[src/rtl/lcd_pkg.sv]
// Shared definitions for the LCD read path and the camera write-side packer.
// Holds default panel geometry, SDRAM word pack layout, FSM states and pipeline metadata.
// No ports; imported by lcd_timing_gen and lcd_frame_reader.
package lcd_pkg;

  // Default 800x480 panel geometry (pixel clocks / lines).
  localparam int unsigned DEF_H_ACTIVE = 800;
  localparam int unsigned DEF_H_FP     = 40;
  localparam int unsigned DEF_H_SYNC   = 128;
  localparam int unsigned DEF_H_BP     = 88;
  localparam int unsigned DEF_V_ACTIVE = 480;
  localparam int unsigned DEF_V_FP     = 1;
  localparam int unsigned DEF_V_SYNC   = 3;
  localparam int unsigned DEF_V_BP     = 21;

  localparam int unsigned H_TOTAL = DEF_H_SYNC + DEF_H_BP + DEF_H_ACTIVE + DEF_H_FP;
  localparam int unsigned V_TOTAL = DEF_V_SYNC + DEF_V_BP + DEF_V_ACTIVE + DEF_V_FP;

  // Counter / coordinate width.
  localparam int CNT_W = 16;

  // Pack layout of the two 16-bit SDRAM words; bit 15 of each word is unused.
  //   rd1 = {1'b0, G[9:5], B[9:0]}
  //   rd2 = {1'b0, G[4:0], R[9:0]}
  localparam int PK1_G_MSB = 14;
  localparam int PK1_G_LSB = 10;
  localparam int PK1_B_MSB = 9;
  localparam int PK1_B_LSB = 0;
  localparam int PK2_G_MSB = 14;
  localparam int PK2_G_LSB = 10;
  localparam int PK2_R_MSB = 9;
  localparam int PK2_R_LSB = 0;

  typedef enum logic {
    ST_IDLE = 1'b0,
    ST_SCAN = 1'b1
  } lcd_state_e;

  // Raster attributes carried alongside each pixel slot through the delay pipeline.
  typedef struct packed {
    logic             de;
    logic             hs_n;
    logic             vs_n;
    logic [CNT_W-1:0] x;
    logic [CNT_W-1:0] y;
  } pix_meta_t;

  localparam pix_meta_t PIX_META_RST = '{de: 1'b0, hs_n: 1'b1, vs_n: 1'b1, x: '0, y: '0};

endpackage

[src/rtl/lcd_frame_reader_if.sv]
// Read-side bus between lcd_frame_reader and the two SDRAM read FIFOs.
// Data arrives one cycle after rd_req; rd_empty qualifies the cycle rd_req is high.
// Ports: rd_req (reader->fifo), rd1_dat/rd2_dat/rd_empty (fifo->reader).
interface lcd_frame_reader_if;
  logic        rd_req;
  logic [15:0] rd1_dat;
  logic [15:0] rd2_dat;
  logic        rd_empty;

  modport master (
    output rd_req,
    input  rd1_dat,
    input  rd2_dat,
    input  rd_empty
  );

  modport slave (
    input  rd_req,
    output rd1_dat,
    output rd2_dat,
    output rd_empty
  );
endinterface

[src/rtl/lcd_timing_gen.sv]
// Raster counters plus IDLE/SCAN control; decodes sync and active region from the counters.
// Latency: decode is combinational on the registered counters; frame_start is registered.
// Backpressure: none, the raster free-runs once started and only stops at a frame boundary.
// Ports: iClk, iRst_n, enable (sampled at frame boundary), frame_start, active, hs_n, vs_n, x, y.
module lcd_timing_gen
  import lcd_pkg::*;
#(
  parameter int unsigned H_ACTIVE = DEF_H_ACTIVE,
  parameter int unsigned H_FP     = DEF_H_FP,
  parameter int unsigned H_SYNC   = DEF_H_SYNC,
  parameter int unsigned H_BP     = DEF_H_BP,
  parameter int unsigned V_ACTIVE = DEF_V_ACTIVE,
  parameter int unsigned V_FP     = DEF_V_FP,
  parameter int unsigned V_SYNC   = DEF_V_SYNC,
  parameter int unsigned V_BP     = DEF_V_BP
) (
  input  logic             iClk,
  input  logic             iRst_n,
  input  logic             enable,
  output logic             frame_start,
  output logic             active,
  output logic             hs_n,
  output logic             vs_n,
  output logic [CNT_W-1:0] x,
  output logic [CNT_W-1:0] y
);

  localparam logic [CNT_W-1:0] H_LAST      = CNT_W'(H_SYNC + H_BP + H_ACTIVE + H_FP - 1);
  localparam logic [CNT_W-1:0] V_LAST      = CNT_W'(V_SYNC + V_BP + V_ACTIVE + V_FP - 1);
  localparam logic [CNT_W-1:0] H_SYNC_END  = CNT_W'(H_SYNC);
  localparam logic [CNT_W-1:0] V_SYNC_END  = CNT_W'(V_SYNC);
  localparam logic [CNT_W-1:0] H_ACT_START = CNT_W'(H_SYNC + H_BP);
  localparam logic [CNT_W-1:0] V_ACT_START = CNT_W'(V_SYNC + V_BP);
  localparam logic [CNT_W-1:0] H_ACT_END   = CNT_W'(H_SYNC + H_BP + H_ACTIVE - 1);
  localparam logic [CNT_W-1:0] V_ACT_END   = CNT_W'(V_SYNC + V_BP + V_ACTIVE - 1);

  lcd_state_e       state_q, state_d;
  logic [CNT_W-1:0] h_cnt_q, h_cnt_d;
  logic [CNT_W-1:0] v_cnt_q, v_cnt_d;
  logic             frame_start_d;
  logic             line_end;
  logic             frame_end;
  logic             scanning;
  logic             h_act;
  logic             v_act;

  assign line_end  = (h_cnt_q == H_LAST);
  assign frame_end = line_end && (v_cnt_q == V_LAST);

  always_ff @(posedge iClk) begin
    if (!iRst_n) begin
      state_q     <= ST_IDLE;
      h_cnt_q     <= '0;
      v_cnt_q     <= '0;
      frame_start <= 1'b0;
    end else begin
      state_q     <= state_d;
      h_cnt_q     <= h_cnt_d;
      v_cnt_q     <= v_cnt_d;
      frame_start <= frame_start_d;
    end
  end

  // frame_start is high in the cycle the counters sit at (0,0) of a new frame,
  // well ahead of the first request so the controller can rewind its address.
  always_comb begin
    state_d       = state_q;
    h_cnt_d       = h_cnt_q;
    v_cnt_d       = v_cnt_q;
    frame_start_d = 1'b0;
    case (state_q)
      ST_IDLE: begin
        h_cnt_d = '0;
        v_cnt_d = '0;
        if (enable) begin
          state_d       = ST_SCAN;
          frame_start_d = 1'b1;
        end
      end
      ST_SCAN: begin
        if (line_end) begin
          h_cnt_d = '0;
          if (frame_end) begin
            v_cnt_d = '0;
            if (enable) begin
              frame_start_d = 1'b1;
            end else begin
              state_d = ST_IDLE;
            end
          end else begin
            v_cnt_d = v_cnt_q + 1'b1;
          end
        end else begin
          h_cnt_d = h_cnt_q + 1'b1;
        end
      end
      default: state_d = ST_IDLE;
    endcase
  end

  assign scanning = (state_q == ST_SCAN);
  assign h_act    = (h_cnt_q >= H_ACT_START) && (h_cnt_q <= H_ACT_END);
  assign v_act    = (v_cnt_q >= V_ACT_START) && (v_cnt_q <= V_ACT_END);
  assign active   = scanning && h_act && v_act;
  assign hs_n     = !(scanning && (h_cnt_q < H_SYNC_END));
  assign vs_n     = !(scanning && (v_cnt_q < V_SYNC_END));
  // Only meaningful while active; the parent ignores them otherwise.
  assign x        = h_cnt_q - H_ACT_START;
  assign y        = v_cnt_q - V_ACT_START;

endmodule

[src/rtl/lcd_frame_reader.sv]
// LCD scan-out: raster timing, FIFO read requests, RGB unpack, aligned panel outputs.
// Latency: counter state at t -> rd_req at t+1, FIFO data at t+2, panel outputs at t+3.
// Backpressure: none; an empty FIFO on a request blanks that pixel and sets sticky oUnderflow.
// Ports: iClk, iRst_n, iEnable, rd_if (master: rd_req / rd1_dat / rd2_dat / rd_empty),
//        oFrameStart, oLCD_R/G/B, oHS, oVS (active low), oDE, oX, oY, oUnderflow.
module lcd_frame_reader
  import lcd_pkg::*;
#(
  parameter int unsigned H_ACTIVE = DEF_H_ACTIVE,
  parameter int unsigned H_FP     = DEF_H_FP,
  parameter int unsigned H_SYNC   = DEF_H_SYNC,
  parameter int unsigned H_BP     = DEF_H_BP,
  parameter int unsigned V_ACTIVE = DEF_V_ACTIVE,
  parameter int unsigned V_FP     = DEF_V_FP,
  parameter int unsigned V_SYNC   = DEF_V_SYNC,
  parameter int unsigned V_BP     = DEF_V_BP
) (
  input  logic                       iClk,
  input  logic                       iRst_n,
  input  logic                       iEnable,
  lcd_frame_reader_if.master         rd_if,
  output logic                       oFrameStart,
  output logic [7:0]                 oLCD_R,
  output logic [7:0]                 oLCD_G,
  output logic [7:0]                 oLCD_B,
  output logic                       oHS,
  output logic                       oVS,
  output logic                       oDE,
  output logic [15:0]                oX,
  output logic [15:0]                oY,
  output logic                       oUnderflow
);

  logic             tg_active;
  logic             tg_hs_n;
  logic             tg_vs_n;
  logic [CNT_W-1:0] tg_x;
  logic [CNT_W-1:0] tg_y;

  lcd_timing_gen #(
    .H_ACTIVE (H_ACTIVE),
    .H_FP     (H_FP),
    .H_SYNC   (H_SYNC),
    .H_BP     (H_BP),
    .V_ACTIVE (V_ACTIVE),
    .V_FP     (V_FP),
    .V_SYNC   (V_SYNC),
    .V_BP     (V_BP)
  ) u_timing (
    .iClk        (iClk),
    .iRst_n      (iRst_n),
    .enable      (iEnable),
    .frame_start (oFrameStart),
    .active      (tg_active),
    .hs_n        (tg_hs_n),
    .vs_n        (tg_vs_n),
    .x           (tg_x),
    .y           (tg_y)
  );

  // s1: request stage (s1.de doubles as the FIFO read request).
  // s2: data stage, FIFO words valid this cycle.
  pix_meta_t s1, s2;
  logic      und2;

  assign rd_if.rd_req = s1.de;

  // Reassemble 10-bit components; the panel takes the top 8 bits of each.
  logic [9:0] r10, g10, b10;
  assign r10 = rd_if.rd2_dat[PK2_R_MSB:PK2_R_LSB];
  assign g10 = {rd_if.rd1_dat[PK1_G_MSB:PK1_G_LSB], rd_if.rd2_dat[PK2_G_MSB:PK2_G_LSB]};
  assign b10 = rd_if.rd1_dat[PK1_B_MSB:PK1_B_LSB];

  logic unused_bits;
  assign unused_bits = ^{r10[1:0], g10[1:0], b10[1:0], rd_if.rd1_dat[15], rd_if.rd2_dat[15]};

  always_ff @(posedge iClk) begin
    if (!iRst_n) begin
      s1         <= PIX_META_RST;
      s2         <= PIX_META_RST;
      und2       <= 1'b0;
      oLCD_R     <= '0;
      oLCD_G     <= '0;
      oLCD_B     <= '0;
      oDE        <= 1'b0;
      oHS        <= 1'b1;
      oVS        <= 1'b1;
      oX         <= '0;
      oY         <= '0;
      oUnderflow <= 1'b0;
    end else begin
      s1   <= '{de: tg_active, hs_n: tg_hs_n, vs_n: tg_vs_n, x: tg_x, y: tg_y};
      s2   <= s1;
      // Empty is qualified in the request cycle; the pixel it affects lands two cycles later.
      und2 <= s1.de & rd_if.rd_empty;

      oDE <= s2.de;
      oHS <= s2.hs_n;
      oVS <= s2.vs_n;
      // Coordinates hold the last active pixel through blanking.
      if (s2.de) begin
        oX <= s2.x;
        oY <= s2.y;
      end
      if (s2.de && !und2) begin
        oLCD_R <= r10[9:2];
        oLCD_G <= g10[9:2];
        oLCD_B <= b10[9:2];
      end else begin
        oLCD_R <= '0;
        oLCD_G <= '0;
        oLCD_B <= '0;
      end
      if (s2.de && und2) begin
        oUnderflow <= 1'b1;
      end
    end
  end

endmodule

[src/flat_wrapper.sv]
// flat-port wrapper written by rule: the top's interface ports become plain ports
module lcd_frame_reader_flat import lcd_pkg::*;
#(
  parameter int unsigned H_ACTIVE = DEF_H_ACTIVE,
  parameter int unsigned H_FP     = DEF_H_FP,
  parameter int unsigned H_SYNC   = DEF_H_SYNC,
  parameter int unsigned H_BP     = DEF_H_BP,
  parameter int unsigned V_ACTIVE = DEF_V_ACTIVE,
  parameter int unsigned V_FP     = DEF_V_FP,
  parameter int unsigned V_SYNC   = DEF_V_SYNC,
  parameter int unsigned V_BP     = DEF_V_BP
)
  (iClk, iRst_n, iEnable, oFrameStart, oLCD_R, oLCD_G, oLCD_B, oHS, oVS, oDE, oX, oY, oUnderflow, rd_if_rd_req, rd_if_rd1_dat, rd_if_rd2_dat, rd_if_rd_empty);
  lcd_frame_reader_if rd_if_i ();
  input  logic iClk;
  input  logic iRst_n;
  input  logic iEnable;
  output logic oFrameStart;
  output logic [7:0] oLCD_R;
  output logic [7:0] oLCD_G;
  output logic [7:0] oLCD_B;
  output logic oHS;
  output logic oVS;
  output logic oDE;
  output logic [15:0] oX;
  output logic [15:0] oY;
  output logic oUnderflow;
  output wire logic [$bits(rd_if_i.rd_req)-1:0] rd_if_rd_req;
  input wire logic [$bits(rd_if_i.rd1_dat)-1:0] rd_if_rd1_dat;
  input wire logic [$bits(rd_if_i.rd2_dat)-1:0] rd_if_rd2_dat;
  input wire logic [$bits(rd_if_i.rd_empty)-1:0] rd_if_rd_empty;
  assign rd_if_rd_req = rd_if_i.rd_req;
  assign rd_if_i.rd1_dat = rd_if_rd1_dat;
  assign rd_if_i.rd2_dat = rd_if_rd2_dat;
  assign rd_if_i.rd_empty = rd_if_rd_empty;
  lcd_frame_reader #(.H_ACTIVE(H_ACTIVE), .H_FP(H_FP), .H_SYNC(H_SYNC), .H_BP(H_BP), .V_ACTIVE(V_ACTIVE), .V_FP(V_FP), .V_SYNC(V_SYNC), .V_BP(V_BP)) u_core (.iClk(iClk), .iRst_n(iRst_n), .iEnable(iEnable), .rd_if(rd_if_i), .oFrameStart(oFrameStart), .oLCD_R(oLCD_R), .oLCD_G(oLCD_G), .oLCD_B(oLCD_B), .oHS(oHS), .oVS(oVS), .oDE(oDE), .oX(oX), .oY(oY), .oUnderflow(oUnderflow));
endmodule
[config.mk]
export PLATFORM = sky130hd
export DESIGN_NAME = lcd_frame_reader_flat
export DESIGN_NICKNAME = d
export VERILOG_FILES = /design/src/rtl/lcd_pkg.sv /design/src/rtl/lcd_frame_reader_if.sv /design/src/rtl/lcd_timing_gen.sv /design/src/rtl/lcd_frame_reader.sv /design/src/flat_wrapper.sv
export SDC_FILE = /design/constraint.sdc
export NUM_CORES = 1
export LEC_CHECK = 0
export BUFFER_PORTS_ARGS = -buffer_cell sky130_fd_sc_hd__buf_2
export CORE_ASPECT_RATIO = 0.75
export CORE_MARGIN = 1.5
export CORE_UTILIZATION = 56
export DETAILED_ROUTE_END_ITERATION = 16
export PLACE_DENSITY = 0.82
export REMOVE_ABC_BUFFERS = 1
export SYNTH_ARGS = -nofsm -noshare
export SYNTH_HDL_FRONTEND = slang
export SYNTH_SLANG_ARGS = --single-unit
[constraint.sdc]
create_clock -name iClk -period 2.6 [get_ports iClk]
set_clock_uncertainty 0.2 [all_clocks]
set_input_delay 0.39 -clock iClk [delete_from_list [all_inputs] [get_ports iClk]]
set_output_delay 0.39 -clock iClk [all_outputs]
set_load 0.005 [all_outputs]
==> results of run 1 <==
==> worst paths after layout <==
path,to,slack (ns),depth (start not counted)
min,u_core.oLCD_B[4],0.02,2
max,u_core.u_timing.v_cnt_q[8],0.21,4
max reg2reg,u_core.u_timing.v_cnt_q[8],0.21,4
min reg2reg,u_core.s2[32],0.20,1
==> cell families (layout without fill, tap and decap cells) <==
logic type | Yosys count | after routing | synth area share
adders and majority gates | 5 | 5 | 0.0103
and+or+nand+nor | 256 | 256 | 0.245
AOI/OAI and AO/OA | 51 | 51 | 0.0644
muxes | 32 | 32 | 0.0528
xor gates and xnor gates | 34 | 34 | 0.0491
DFF | 165 | 165 | 0.545
buffers and inverters | 50 | 158 | 0.0336
==> through the flow <==
stage	worst slack, ns	power (mW)	instance area (um^2)	utilization
6_report	0.211	5.30	7400	0.711
5_1_grt	0.0703	5.48	7400	0.711
4_1_cts	0.222	5.34	7400	0.711
3_5_place_dp	0.232	2.74	6610	0.635
3_3_place_gp	0.266	2.74	6610	0.635
2_1_floorplan	0.0127	2.69	5880	-
==> report_power, final <==
group          leakage, nW  internal (mW)  switching (mW)  total [mW]
clock network        0.297           1.54            1.05        2.59
logic                 1.31         0.0687          0.0575       0.126
registers             1.35           2.57          0.0125        2.58
total                 2.96           4.18            1.12        5.30
==> layer usage <==
layer,vias up,track usage,part of all wire
met5,-,0,0
met3,20,0.0555,0.070
li1,2201,-,-
met1,2080,0.302,0.45
met4,0,0.0881,0.020
met2,166,0.361,0.46
==> synth_stat cells, types with 9 or more instances <==
cell type / n
dfxtp_1: 165
and2_1: 88
clkbuf_1: 40
nor2b_1: 36
mux2i_1: 32
nand2_1: 28
nor2_1: 26
xnor2_1: 17
xor2_1: 17
nand3_1: 12
nand4_1: 12
o211ai_1: 11
nor3_1: 10
o21ai_0: 9
==> sequential cells by signal, summed over array words and instances (netlist names) <==
register and cells:
u_core.oLCD_R 8, u_core.oUnderflow 1, u_core.u_timing.scanning 1, u_core.u_timing.frame_start 1
u_core.rd_if.rd_req 1, u_core.oVS 1, u_core.oDE 1, u_core.s1 34
u_core.u_timing.v_cnt_q 16, u_core.u_timing.h_cnt_q 16, u_core.und2 1, u_core.oLCD_G 8
u_core.oLCD_B 8, u_core.oHS 1, u_core.s2 35, u_core.oX 16
u_core.oY 16
==> layout make-up <==
cell class                 instances  share of cell area
multi-input combinational        378               0.346
tap                              136              0.0230
sequential                       165               0.446
timing repair buffer             121              0.0987
clock inverter                    14              0.0260
clock buffer                      17              0.0575
inverter                           6             0.00304
==> repair_timing <==
action                                 CTS  global route
hold buffers                            18             0
endpoints found under the hold margin   18             0
setup endpoints to repair                0             0
buffers inserted                         0             0
==> results_tabular.tex, run 1 <==
\begin{tabular}{lr}
\hline
Metric & Value \\
\hline
\multicolumn{2}{l}{\textbf{Clocking}} \\
Clock latency at the later pin of the worst-skew pair & approximately 0.41 ns \\
Number of buffers created by CTS & 17 \\
Clk root buf & clkbuf\_16 \\
H-tree lvl count & 4 \\
TritonCTS clock tree & built \\
Number of cells upsized or downsized after cts & 0 \\
Number of clock sinks seen by CTS & 165 \\
Clock Tree Buf Depth & 2 \\
Clock transition time at the flip-flop clock pins of the worst setup and hold paths & $\sim$0.06 ns \\
\multicolumn{2}{l}{\textbf{Synth}} \\
Area share of the leading cell type in the synthesized netlist & 0.545 \\
Netlist area before placement & between 6000 and 7000 um\^{}2 \\
Gate count of the mapped netlist & between 500 and 600 \\
Share of async-settable or async-resettable flops after synthesis & 0 \\
Cells taking the most area after synthesis & dfxtp\_1 54\%, and2\_1 9.1\%, mux2i\_1 5.3\%, nor2b\_1 3.7\%, clkbuf\_1 2.5\% \\
Dominant cell type by area after synthesis & dfxtp\_1 \\
Register bit count reported by yosys & approximately 170 \\
EDFF count, synth & 0 \\
Post-synth top flop & dfxtp\_1 \\
Syn. warnings & 0 \\
Post-synthesis cell type count & between 40 and 50 \\
Share of synthesized area occupied by flip-flops and latches & 0.545 \\
Mean instance size in the synthesized netlist & about 10 um\^{}2 \\
\multicolumn{2}{l}{\textbf{Detailed routing}} \\
Router iterations before antenna repair & 5 \\
Drc violations & 0 \\
DR WL/cell & between 10 and 15 um \\
Starting DRT DRC Count & around 330 \\
Total via count in the routed design & 4,467 \\
Overall routed net length & about 13 mm \\
Detail-routed via count per cell & 5.34 \\
Antenna-violating nets left & 0 \\
\multicolumn{2}{l}{\textbf{Worst setup path}} \\
Sum of buffers and inverters on the critical path & 0 \\
Crit path launch type & register \\
Crit end category & register \\
CP startpoint & u\_core.u\_timing.v\_cnt\_q[10] \\
Library cell contributing the largest single delay on the critical path & or4\_4 \\
Setup CP Type & register to register \\
Crit-path most repeated cell & or4\_4 \\
Startpoint of the lowest-slack register-to-register path & u\_core.u\_timing.v\_cnt\_q[10] \\
Signal arrival time at the worst endpoint & between 2 and 2.5 ns \\
Highest cell delay on the worst timing path & 0.65 ns \\
Data required time of the worst path & $\sim$2.7 ns \\
Crit-path leading delay family & simple AND/OR/NAND/NOR gates \\
Maximum fanout count along the critical path & 10 \\
Sequence of cells on the critical path & or4\_4 > or4\_4 > o21ai\_4 > o211ai\_1 \\
\multicolumn{2}{l}{\textbf{Global route}} \\
Maximum number of pins on one net before global-route repair & approximately 110 \\
Via count of the first global-routing pass & 4,101 \\
First-pass GRT wire length & 20.2 mm \\
Number of antenna violations at the first check in global routing & 0 \\
GRT Total Usage & 0.228 \\
GR Overflow Total & 0 \\
\multicolumn{2}{l}{\textbf{STA}} \\
Maximum clock frequency & roughly 420 MHz \\
RSZ-0062 raised after global routing & no \\
Slew of the pin with the lowest slew margin & 0.769 ns \\
Final worst path period share & 0.919 \\
Relative max-transition margin & 0.481 \\
Setup violation total in the final timing report & 0 \\
Total Negative Setup Slacks & 0 ns \\
Tmin final & 2.39 ns \\
Worst-case hold slack & roughly 0.016 ns \\
Hold Fails Final Rpt & 0 \\
Number of pins exceeding their max-slew limit in the final report & 0 \\
\multicolumn{2}{l}{\textbf{Placement}} \\
Number of buffers added on ports & between 80 and 90 \\
Global placer's final weighted congestion & a little under 0.9 \\
Half-perimeter wire length after placement & 7.71 mm \\
Count of placed standard cells including taps & just under 800 \\
\multicolumn{2}{l}{\textbf{Layout}} \\
Combined flip-flop and latch cell area & between 3000 and 4000 um\^{}2 \\
Nets & 730 \\
Area of the multi-input gates & about 2600 um\^{}2 \\
Total of fill cells in the finished design & roughly 710 \\
Non-Filler Instances & $\sim$840 \\
Most common cell after layout, fill and taps aside & dfxtp\_1 \\
Antenna cells & 0 \\
Leading cell types in the layout, fill and taps excluded & 164 x dfxtp\_1, 89 x buf\_2, 88 x and2\_1 \\
Relative area change from synthesis to final layout & 22.1\% \\
Fraction of layout cells with a size suffix above 1 & 0.204 \\
\multicolumn{2}{l}{\textbf{Die}} \\
Core footprint & 10,400 um\^{}2 \\
Full die area & around 11,000 um\^{}2 \\
I/O pin total & 98 \\
Chip Height & 93.1 um \\
Number of cell rows & 32 \\
Initial Utilization & 0.583 \\
Die W & between 100 and 150 um \\
\multicolumn{2}{l}{\textbf{Min path}} \\
Worst min path class & input pin to register \\
Startpoint of the most critical hold path & rd\_if\_rd1\_dat[6] \\
\multicolumn{2}{l}{\textbf{Power and ir drop}} \\
IR drop worst, VDD & 0.330 mV \\
Pleak & around 3.0 nW \\
Pwr/cell area & a little over 700 nW/um\^{}2 \\
\multicolumn{2}{l}{\textbf{Run status}} \\
Outcome & complete, no violations \\
\multicolumn{2}{l}{\textbf{Flow run}} \\
Total of max-cap violations & 0 \\
\hline
\end{tabular}
Power figures use the tool's default switching activity.
==> inputs of run 2 (changes only) <==
--- a/config.mk
+++ b/config.mk
@@ -10,7 +10,7 @@
 export CORE_MARGIN = 1.5
 export CORE_UTILIZATION = 56
 export DETAILED_ROUTE_END_ITERATION = 16
-export PLACE_DENSITY = 0.82
+export PLACE_DENSITY = 0.8
 export REMOVE_ABC_BUFFERS = 1
 export SYNTH_ARGS = -nofsm -noshare
 export SYNTH_HDL_FRONTEND = slang
==> run 2 against run 1 <==
Compared with the run above:
- fmax shrank 0.99%
- register-to-register slack got worse by 0.02 ns
- sequential share of layout area is essentially flat
- highest routed layer unchanged
- largest power group is now registers
- total power decreased by 4.8%
- global-route usage is 0.65 points higher
- sequential power about the same
- wire length up 2.4%
- largest cell class unchanged
==> results_tabular.tex, run 2 (synthesized netlist as in run 1, its figures left out) <==
\begin{tabular}{lr}
\hline
Metric & Value \\
\hline
\multicolumn{2}{l}{\textbf{Die}} \\
Number of cell rows & 32 (unchanged) \\
I/O pin total & 98 (unchanged) \\
Chip Height & 93.1 um (unchanged) \\
Full die area & 11,500 um\^{}2 (unchanged) \\
Core footprint & 10,400 um\^{}2 (unchanged) \\
Die W & 123 um (unchanged) \\
Initial Utilization & 0.583 (unchanged) \\
\multicolumn{2}{l}{\textbf{Global route}} \\
GR Overflow Total & 0 (unchanged) \\
First-pass GRT wire length & 20.9 mm (+3.2\%) \\
Global routing's busiest layer & met2 \\
Met3 Resource Use GR & 0.0610 (+0.00549) \\
Fraction of met1 tracks used by global routing & 0.300 (-0.00225) \\
Global routing met2 resource utilization & 0.372 (+0.0106) \\
Via count of the first global-routing pass & 4,303 (+4.9\%) \\
Number of antenna violations at the first check in global routing & 0 (unchanged) \\
GRT Total Usage & 0.235 (+0.00655) \\
Maximum number of pins on one net before global-route repair & 66 (-38\%) \\
\multicolumn{2}{l}{\textbf{STA}} \\
Final setup slack of the worst path & 0.187 ns (-0.0239 ns) \\
Relative max-transition margin & 0.216 (-0.265) \\
Final worst path period share & 0.928 (+0.00921) \\
Number of pins exceeding their max-slew limit in the final report & 0 (unchanged) \\
RSZ-0062 raised after global routing & no \\
Slew of the pin with the lowest slew margin & 1.17 ns (+0.405 ns) \\
Hold Fails Final Rpt & 0 (unchanged) \\
Total Negative Setup Slacks & 0 ns (unchanged) \\
Setup violation total in the final timing report & 0 (unchanged) \\
Tmin final & 2.41 ns (+0.0239 ns) \\
Maximum clock frequency & 414 MHz (-0.99\%) \\
\multicolumn{2}{l}{\textbf{Power and ir drop}} \\
Switching power & 1.12 mW (-0.12\%) \\
Fraction of power consumed by sequential logic & 0.513 (+0.025) \\
Logic gate share of total power & 0.026 (+0.002) \\
Fraction of power spent switching nets & 0.222 (+0.0105) \\
Pwr/cell area & 681 nW/um\^{}2 (-4.8\%) \\
IR drop worst, VDD & 0.496 mV (+50\%) \\
Clock network fraction of design power & 0.461 (-0.027) \\
Internal power component & 3.92 mW (-6.1\%) \\
Pleak & 2.95 nW (-0.20\%) \\
\multicolumn{2}{l}{\textbf{Layout}} \\
Largest registers & u\_core.s2 x35, u\_core.s1 x34 \\
Relative area change from synthesis to final layout & 21.9\% \\
Leading cell types in the layout, fill and taps excluded & 164 x dfxtp\_1, 89 x buf\_2, 88 x and2\_1 \\
Total of fill cells in the finished design & 740 (+5.0\%) \\
Most common cell after layout, fill and taps aside & dfxtp\_1 \\
Max FFs per register & 35 (unchanged) \\
Nets & 735 (+0.68\%) \\
Antenna cells & 0 (unchanged) \\
Fraction of layout cells with a size suffix above 1 & 0.202 (-0.00173) \\
Most flops, register & u\_core.s2 \\
\multicolumn{2}{l}{\textbf{Worst setup path}} \\
Highest cell delay on the worst timing path & 0.65 ns (about the same) \\
Maximum fanout count along the critical path & 10 (unchanged) \\
Library cell contributing the largest single delay on the critical path & or4\_4 \\
Sum of buffers and inverters on the critical path & 0 (unchanged) \\
Crit path launch type & register \\
Setup CP Type & register to register \\
Signal arrival time at the worst endpoint & 2.50 ns (+0.02 ns) \\
Data required time of the worst path & 2.69 ns (about the same) \\
Sequence of cells on the critical path & or4\_4 > or4\_4 > o211ai\_2 > o31ai\_1 \\
Crit end category & register \\
Crit-path leading delay family & simple AND/OR/NAND/NOR gates \\
Crit-path most repeated cell & or4\_4 \\
\multicolumn{2}{l}{\textbf{Placement}} \\
Half-perimeter wire length after placement & 7.87 mm (+2.0\%) \\
Pre-CTS worst setup slack & 0.214 ns (-0.0172 ns) \\
Global placer's final weighted congestion & 0.917 (+3.5\%) \\
Number of buffers added on ports & 89 (unchanged) \\
\multicolumn{2}{l}{\textbf{Min path}} \\
Worst min path class & input pin to register \\
\multicolumn{2}{l}{\textbf{Clocking}} \\
Clock Tree Buf Depth & 2 (unchanged) \\
Clock transition time at the flip-flop clock pins of the worst setup and hold paths & 0.06 ns (about the same) \\
Clock latency at the later pin of the worst-skew pair & 0.42 ns (about the same) \\
Number of clock sinks seen by CTS & 165 (unchanged) \\
Number of buffers created by CTS & 17 (unchanged) \\
Clk root buf & clkbuf\_16 \\
H-tree lvl count & 4 (unchanged) \\
TritonCTS clock tree & built \\
Post-CTS setup buffer count & 0 (unchanged) \\
\multicolumn{2}{l}{\textbf{Detailed routing}} \\
Router iterations before antenna repair & 5 (unchanged) \\
Total via count in the routed design & 4,453 (-0.31\%) \\
Overall routed net length & 12.8 mm (+2.4\%) \\
Detail-routed via count per cell & 5.28 (-1.0\%) \\
DR WL/cell & 15.2 um (+1.7\%) \\
Antenna-violating nets left & 0 (unchanged) \\
Starting DRT DRC Count & 355 (+6.3\%) \\
Drc violations & 0 (unchanged) \\
\multicolumn{2}{l}{\textbf{Run status}} \\
Outcome & complete, no violations \\
\multicolumn{2}{l}{\textbf{Flow run}} \\
Total of max-cap violations & 0 (unchanged) \\
\hline
\end{tabular}
## run 2: layout make-up
type	count	area, um^2	area share
flip-flops and latches	165	3300	0.447
multi-input cells	378	2560	0.346
repair buffers	126	781	0.106
clock buffers	19	443	0.0599
well taps	136	170	0.0230
clock inverters	13	118	0.0159
inverters	6	22.5	0.00304
## run 2: worst reg2reg max path, stage by stage, from the launching register on
cell      delay [ns]
dfxtp_1         0.40
or4_4           0.59
or4_4           0.65
o211ai_2        0.32
o31ai_1         0.13
## run 2: per-layer routing
layer,part of all wire,vias up
met5,0,-
met4,0.018,0
met3,0.069,25
met2,0.46,163
met1,0.45,2054
li1,-,2211
## run 2: through the flow
stage                     hold WS [ns]  power (mW)  instance area, um^2  cells   util
final                           0.0196        5.04                 7400    843  0.711
after global routing           0.00110        5.21                 7400    843  0.711
after CTS                    0.0000250        5.08                 7400    843  0.711
after detailed placement         0.198        2.74                 6610    788  0.635
after global placement           0.194        2.74                 6610    788  0.635
after floorplan                  0.186        2.69                 5880    549      -
## run 2: final timing paths
kind | from | to | slack [ns] | cells after the start
setup / recovery | u_core.u_timing.v_cnt_q[10] | u_core.u_timing.v_cnt_q[10] | 0.19 | 4
hold / removal | rd_if_rd1_dat[11] | u_core.oLCD_G[4] | 0.02 | 2
setup reg to reg | u_core.u_timing.v_cnt_q[10] | u_core.u_timing.v_cnt_q[10] | 0.19 | 4
hold reg to reg | u_core.s2[32] | u_core.oVS | 0.21 | 1
## run 2: timing repair
item | in CTS | in global routing
hold buffers | 23 | 0
resized for setup | 0 | 0
endpoints found under the hold margin | 23 | 0
## run 2: power groups by stage
stage	Combinational, mW	Sequential, mW	Clock, mW
6_report	0.133	2.58	2.32
5_1_grt	0.148	2.59	2.48
4_1_cts	0.131	2.58	2.37
3_5_place_dp	0.103	2.64	0
3_3_place_gp	0.101	2.64	0
2_1_floorplan	0.0496	2.64	0
==> inputs of run 3 (changes only) <==
--- a/config.mk
+++ b/config.mk
@@ -5,6 +5,7 @@
 export SDC_FILE = /design/constraint.sdc
 export NUM_CORES = 1
 export LEC_CHECK = 0
+export ABC_AREA = 1
 export BUFFER_PORTS_ARGS = -buffer_cell sky130_fd_sc_hd__buf_2
 export CORE_ASPECT_RATIO = 0.75
 export CORE_MARGIN = 1.5
==> constraint.sdc (replaced) <==
create_clock -name iClk -period 2.6 [get_ports iClk]
set_clock_uncertainty 0.2 [all_clocks]
set_input_delay 0.13 -clock iClk [delete_from_list [all_inputs] [get_ports iClk]]
set_output_delay 0.13 -clock iClk [all_outputs]
set_load 0.005 [all_outputs]
==> run 3 against run 2 <==
Compared with the run above:
- total power grew 6.9%
- hold slack gained 0.18 ns
- combinational power up 38%
- sequential share of layout area decreased by 0.75 points
- cell area increased by 1.7%
- utilization increased by 0.90 points
- critical path depth grew 4
- via count grew 20%
- fmax up 17%
- synthesized cell count is 35% higher
- die area is 0.67% higher
- highest routed layer unchanged
==> results_tabular.tex, run 3 <==
\begin{tabular}{lr}
\hline
Metric & Value \\
\hline
\multicolumn{2}{l}{\textbf{Synth}} \\
Dominant cell type by area after synthesis & dfxtp\_1 \\
Register bit count reported by yosys & 165 (unchanged) \\
Top cells by instance count after synthesis & 165 x dfxtp\_1, 154 x nor2\_1, 137 x nand2\_1 \\
Share of async-settable or async-resettable flops after synthesis & 0 (unchanged) \\
Gate count of the mapped netlist & 798 (+35\%) \\
Cells taking the most area after synthesis & dfxtp\_1 54\%, nor2\_1 9.5\%, nand2\_1 8.4\%, inv\_1 7.6\%, o21ai\_0 4.5\% \\
Post-synth top flop & dfxtp\_1 \\
Netlist area before placement & 6110 um\^{}2 (+0.68\%) \\
Syn. warnings & 0 (unchanged) \\
Post-synthesis cell type count & 33 (-31\%) \\
Mean instance size in the synthesized netlist & 7.65 um\^{}2 (-25\%) \\
Most instantiated library cell after synthesis & dfxtp\_1 \\
Share of synthesized area occupied by flip-flops and latches & 0.541 (-0.00368) \\
EDFF count, synth & 0 (unchanged) \\
Area share of the leading cell type in the synthesized netlist & 0.541 (-0.00368) \\
\multicolumn{2}{l}{\textbf{Placement}} \\
Count of placed standard cells including taps & 999 (+27\%) \\
Number of buffers added on ports & 89 (unchanged) \\
Global placer's final weighted congestion & 0.979 (+6.8\%) \\
Half-perimeter wire length after placement & 8.79 mm (+12\%) \\
\multicolumn{2}{l}{\textbf{STA}} \\
Total Negative Setup Slacks & 0 ns (unchanged) \\
Setup violation total in the final timing report & 0 (unchanged) \\
Hold Fails Final Rpt & 0 (unchanged) \\
Number of pins exceeding their max-slew limit in the final report & 0 (unchanged) \\
Slew of the pin with the lowest slew margin & 1.02 ns (-0.155 ns) \\
Final worst path period share & 0.791 (-0.137) \\
Relative max-transition margin & 0.320 (+0.104) \\
Maximum clock frequency & 486 MHz (+17\%) \\
RSZ-0062 raised after global routing & no \\
Tmin final & 2.06 ns (-0.357 ns) \\
\multicolumn{2}{l}{\textbf{Min path}} \\
Worst min-delay path endpoint & u\_core.s2[20] \\
Startpoint of the most critical hold path & u\_core.s1[20] \\
Worst min path class & register to register \\
Hold-critical path depth & 2 (unchanged) \\
\multicolumn{2}{l}{\textbf{Layout}} \\
Most common cell after layout, fill and taps aside & dfxtp\_1 \\
Most flops, register & u\_core.s2 \\
Fraction of layout cells with a size suffix above 1 & 0.159 (-0.0428) \\
Relative area change from synthesis to final layout & 23.1\% \\
Nets & 950 (+29\%) \\
Max FFs per register & 35 (unchanged) \\
Antenna cells & 0 (unchanged) \\
Largest registers & u\_core.s2 x35, u\_core.s1 x34 \\
Leading cell types in the layout, fill and taps excluded & 165 x dfxtp\_1, 154 x nor2\_1, 137 x nand2\_1 \\
Non-Filler Instances & 1,058 (+26\%) \\
\multicolumn{2}{l}{\textbf{Clocking}} \\
Clock transition time at the flip-flop clock pins of the worst setup and hold paths & 0.07 ns (about the same) \\
Clk root buf & clkbuf\_16 \\
H-tree lvl count & 4 (unchanged) \\
Post-CTS setup buffer count & 0 (unchanged) \\
Clock Tree Buf Depth & 2 (unchanged) \\
Number of clock sinks seen by CTS & 165 (unchanged) \\
Number of buffers created by CTS & 17 (unchanged) \\
TritonCTS clock tree & built \\
Clock latency at the later pin of the worst-skew pair & 0.42 ns (about the same) \\
Number of cells upsized or downsized after cts & 0 (unchanged) \\
\multicolumn{2}{l}{\textbf{Worst setup path}} \\
Crit path launch type & register \\
Maximum fanout count along the critical path & 11 (+1) \\
Crit end category & register \\
Setup CP Type & register to register \\
R2r worst-path depth & 8 (+4) \\
Register-to-register setup slack & 0.54 ns (+0.36 ns) \\
Signal arrival time at the worst endpoint & 2.15 ns (-0.35 ns) \\
Endpoint of the lowest-slack register-to-register path & u\_core.u\_timing.h\_cnt\_q[15] \\
Data required time of the worst path & 2.69 ns (about the same) \\
Startpoint of the lowest-slack register-to-register path & u\_core.u\_timing.h\_cnt\_q[0] \\
\multicolumn{2}{l}{\textbf{Detailed routing}} \\
Detail-routed via count per cell & 5.03 (-4.7\%) \\
Drc violations & 0 (unchanged) \\
Router iterations before antenna repair & 5 (unchanged) \\
Total via count in the routed design & 5,326 (+20\%) \\
Antenna-violating nets left & 0 (unchanged) \\
Starting DRT DRC Count & 540 (+52\%) \\
DR WL/cell & 13.6 um (-11\%) \\
Overall routed net length & 14.4 mm (+12\%) \\
\multicolumn{2}{l}{\textbf{Global route}} \\
First-pass GRT wire length & 23.3 mm (+12\%) \\
GRT Total Usage & 0.263 (+0.0280) \\
Number of antenna violations at the first check in global routing & 0 (unchanged) \\
Via count of the first global-routing pass & 4,827 (+12\%) \\
GR Overflow Total & 0 (unchanged) \\
Maximum number of pins on one net before global-route repair & 73 (+11\%) \\
\multicolumn{2}{l}{\textbf{Die}} \\
Initial Utilization & 0.584 (+0.00172) \\
Number of cell rows & 32 (unchanged) \\
Core footprint & 10,500 um\^{}2 (+0.38\%) \\
Die W & 124 um (+0.33\%) \\
Chip Height & 93.4 um (+0.33\%) \\
I/O pin total & 98 (unchanged) \\
Full die area & 11,500 um\^{}2 (+0.67\%) \\
\multicolumn{2}{l}{\textbf{Run status}} \\
Outcome & complete, no violations \\
\multicolumn{2}{l}{\textbf{Power and ir drop}} \\
Pleak & 3.91 nW (+33\%) \\
Pwr/cell area & 717 nW/um\^{}2 (+5.2\%) \\
IR drop worst, VDD & 0.479 mV (-3.4\%) \\
Power, Total & 5.39 mW (+6.9\%) \\
\multicolumn{2}{l}{\textbf{Flow run}} \\
Total of max-cap violations & 0 (unchanged) \\
\hline
\end{tabular}
-- run 3: changes by cell type in the layout (fill, tap and decap cells not counted), moves of 17 or more --
cell	before	now
and2_1	88	0
nand3_1	12	31
nor2_1	26	154
a21oi_1	7	36
mux2i_1	32	0
nor2b_1	36	0
o21ai_0	9	55
inv_1	6	123
nand2_1	28	137
xnor2_1	17	0
-- run 3: worst max-delay path, stage by stage (launching register included) --
cell,delay [ns]
dfxtp_1,0.44
ha_1,0.23
nand2_1,0.09
nor2_2,0.17
nand3_1,0.12
nor2_2,0.23
nor2_4,0.08
inv_1,0.29
a21oi_1,0.08
-- run 3: layout make-up --
class	instances	area (um^2)
clock buffer	18	439
clock inverter	14	186
fill	762	2930
inverter	125	469
multi-input combinational	481	2200
sequential	165	3300
tap	136	170
timing repair buffer	119	751
-- run 3: how the worst max path moves through the flow --
stage                               start                          end  slack [ns]  depth (start not counted)
5_1_grt        u_core.u_timing.h_cnt_q[0]   u_core.u_timing.v_cnt_q[0]        0.36                          8
2_1_floorplan               u_core.s2[34]                 u_core.oX[0]        0.91                          3
6_report       u_core.u_timing.h_cnt_q[0]  u_core.u_timing.h_cnt_q[15]        0.54                          8
3_5_place_dp   u_core.u_timing.h_cnt_q[0]  u_core.u_timing.h_cnt_q[10]        0.58                          8
4_1_cts        u_core.u_timing.h_cnt_q[0]  u_core.u_timing.h_cnt_q[15]        0.56                          8
3_3_place_gp   u_core.u_timing.h_cnt_q[0]   u_core.u_timing.h_cnt_q[2]        0.62                          8
-- run 3: timing repair --
| item | 4_1_cts | 5_1_grt |
|---|---|---|
| endpoints found under the hold margin | 37 | 0 |
| endpoints found under the setup margin | 0 | 0 |
| hold buffers | 27 | 0 |
-- run 3: logic make-up after synthesis --
group                      share of synthesized area
AOI/OAI and AO/OA                             0.0791
xor gates and xnor gates                     0.00717
adders and majority gates                     0.0102
buffers and inverters                         0.0987
DFF                                            0.541
and+or+nand+nor                                0.264
-- run 3: report_power, final --
group,total (mW),leakage (nW),switching [mW],internal [mW]
Combinational,0.183,2.27,0.104,0.0785
Sequential,2.60,1.35,0.0211,2.58
Clock,2.61,0.304,1.11,1.49
Total,5.39,3.91,1.24,4.15
-- run 3: per-stage QoR --
step                 util  area, um^2  hold WS, ns  setup slack, ns
global route        0.720        7520        0.222            0.364
CTS                 0.720        7520        0.206            0.556
floorplan               -        5970       0.0235            0.906
detailed placement  0.634        6620        0.150            0.575
global placement    0.634        6620        0.148            0.621
finish              0.720        7520        0.200            0.544
-- run 3: metal layers --
| metal | routed length, um | vias to the layer above | global-route usage |
|---|---|---|---|
| li1 | - | 2687 | - |
| met1 | 6600 | 2360 | 0.350 |
| met2 | 6220 | 252 | 0.416 |
| met3 | 1340 | 27 | 0.0726 |
| met4 | 217 | 0 | 0.0776 |
| met5 | 0 | - | 0 |
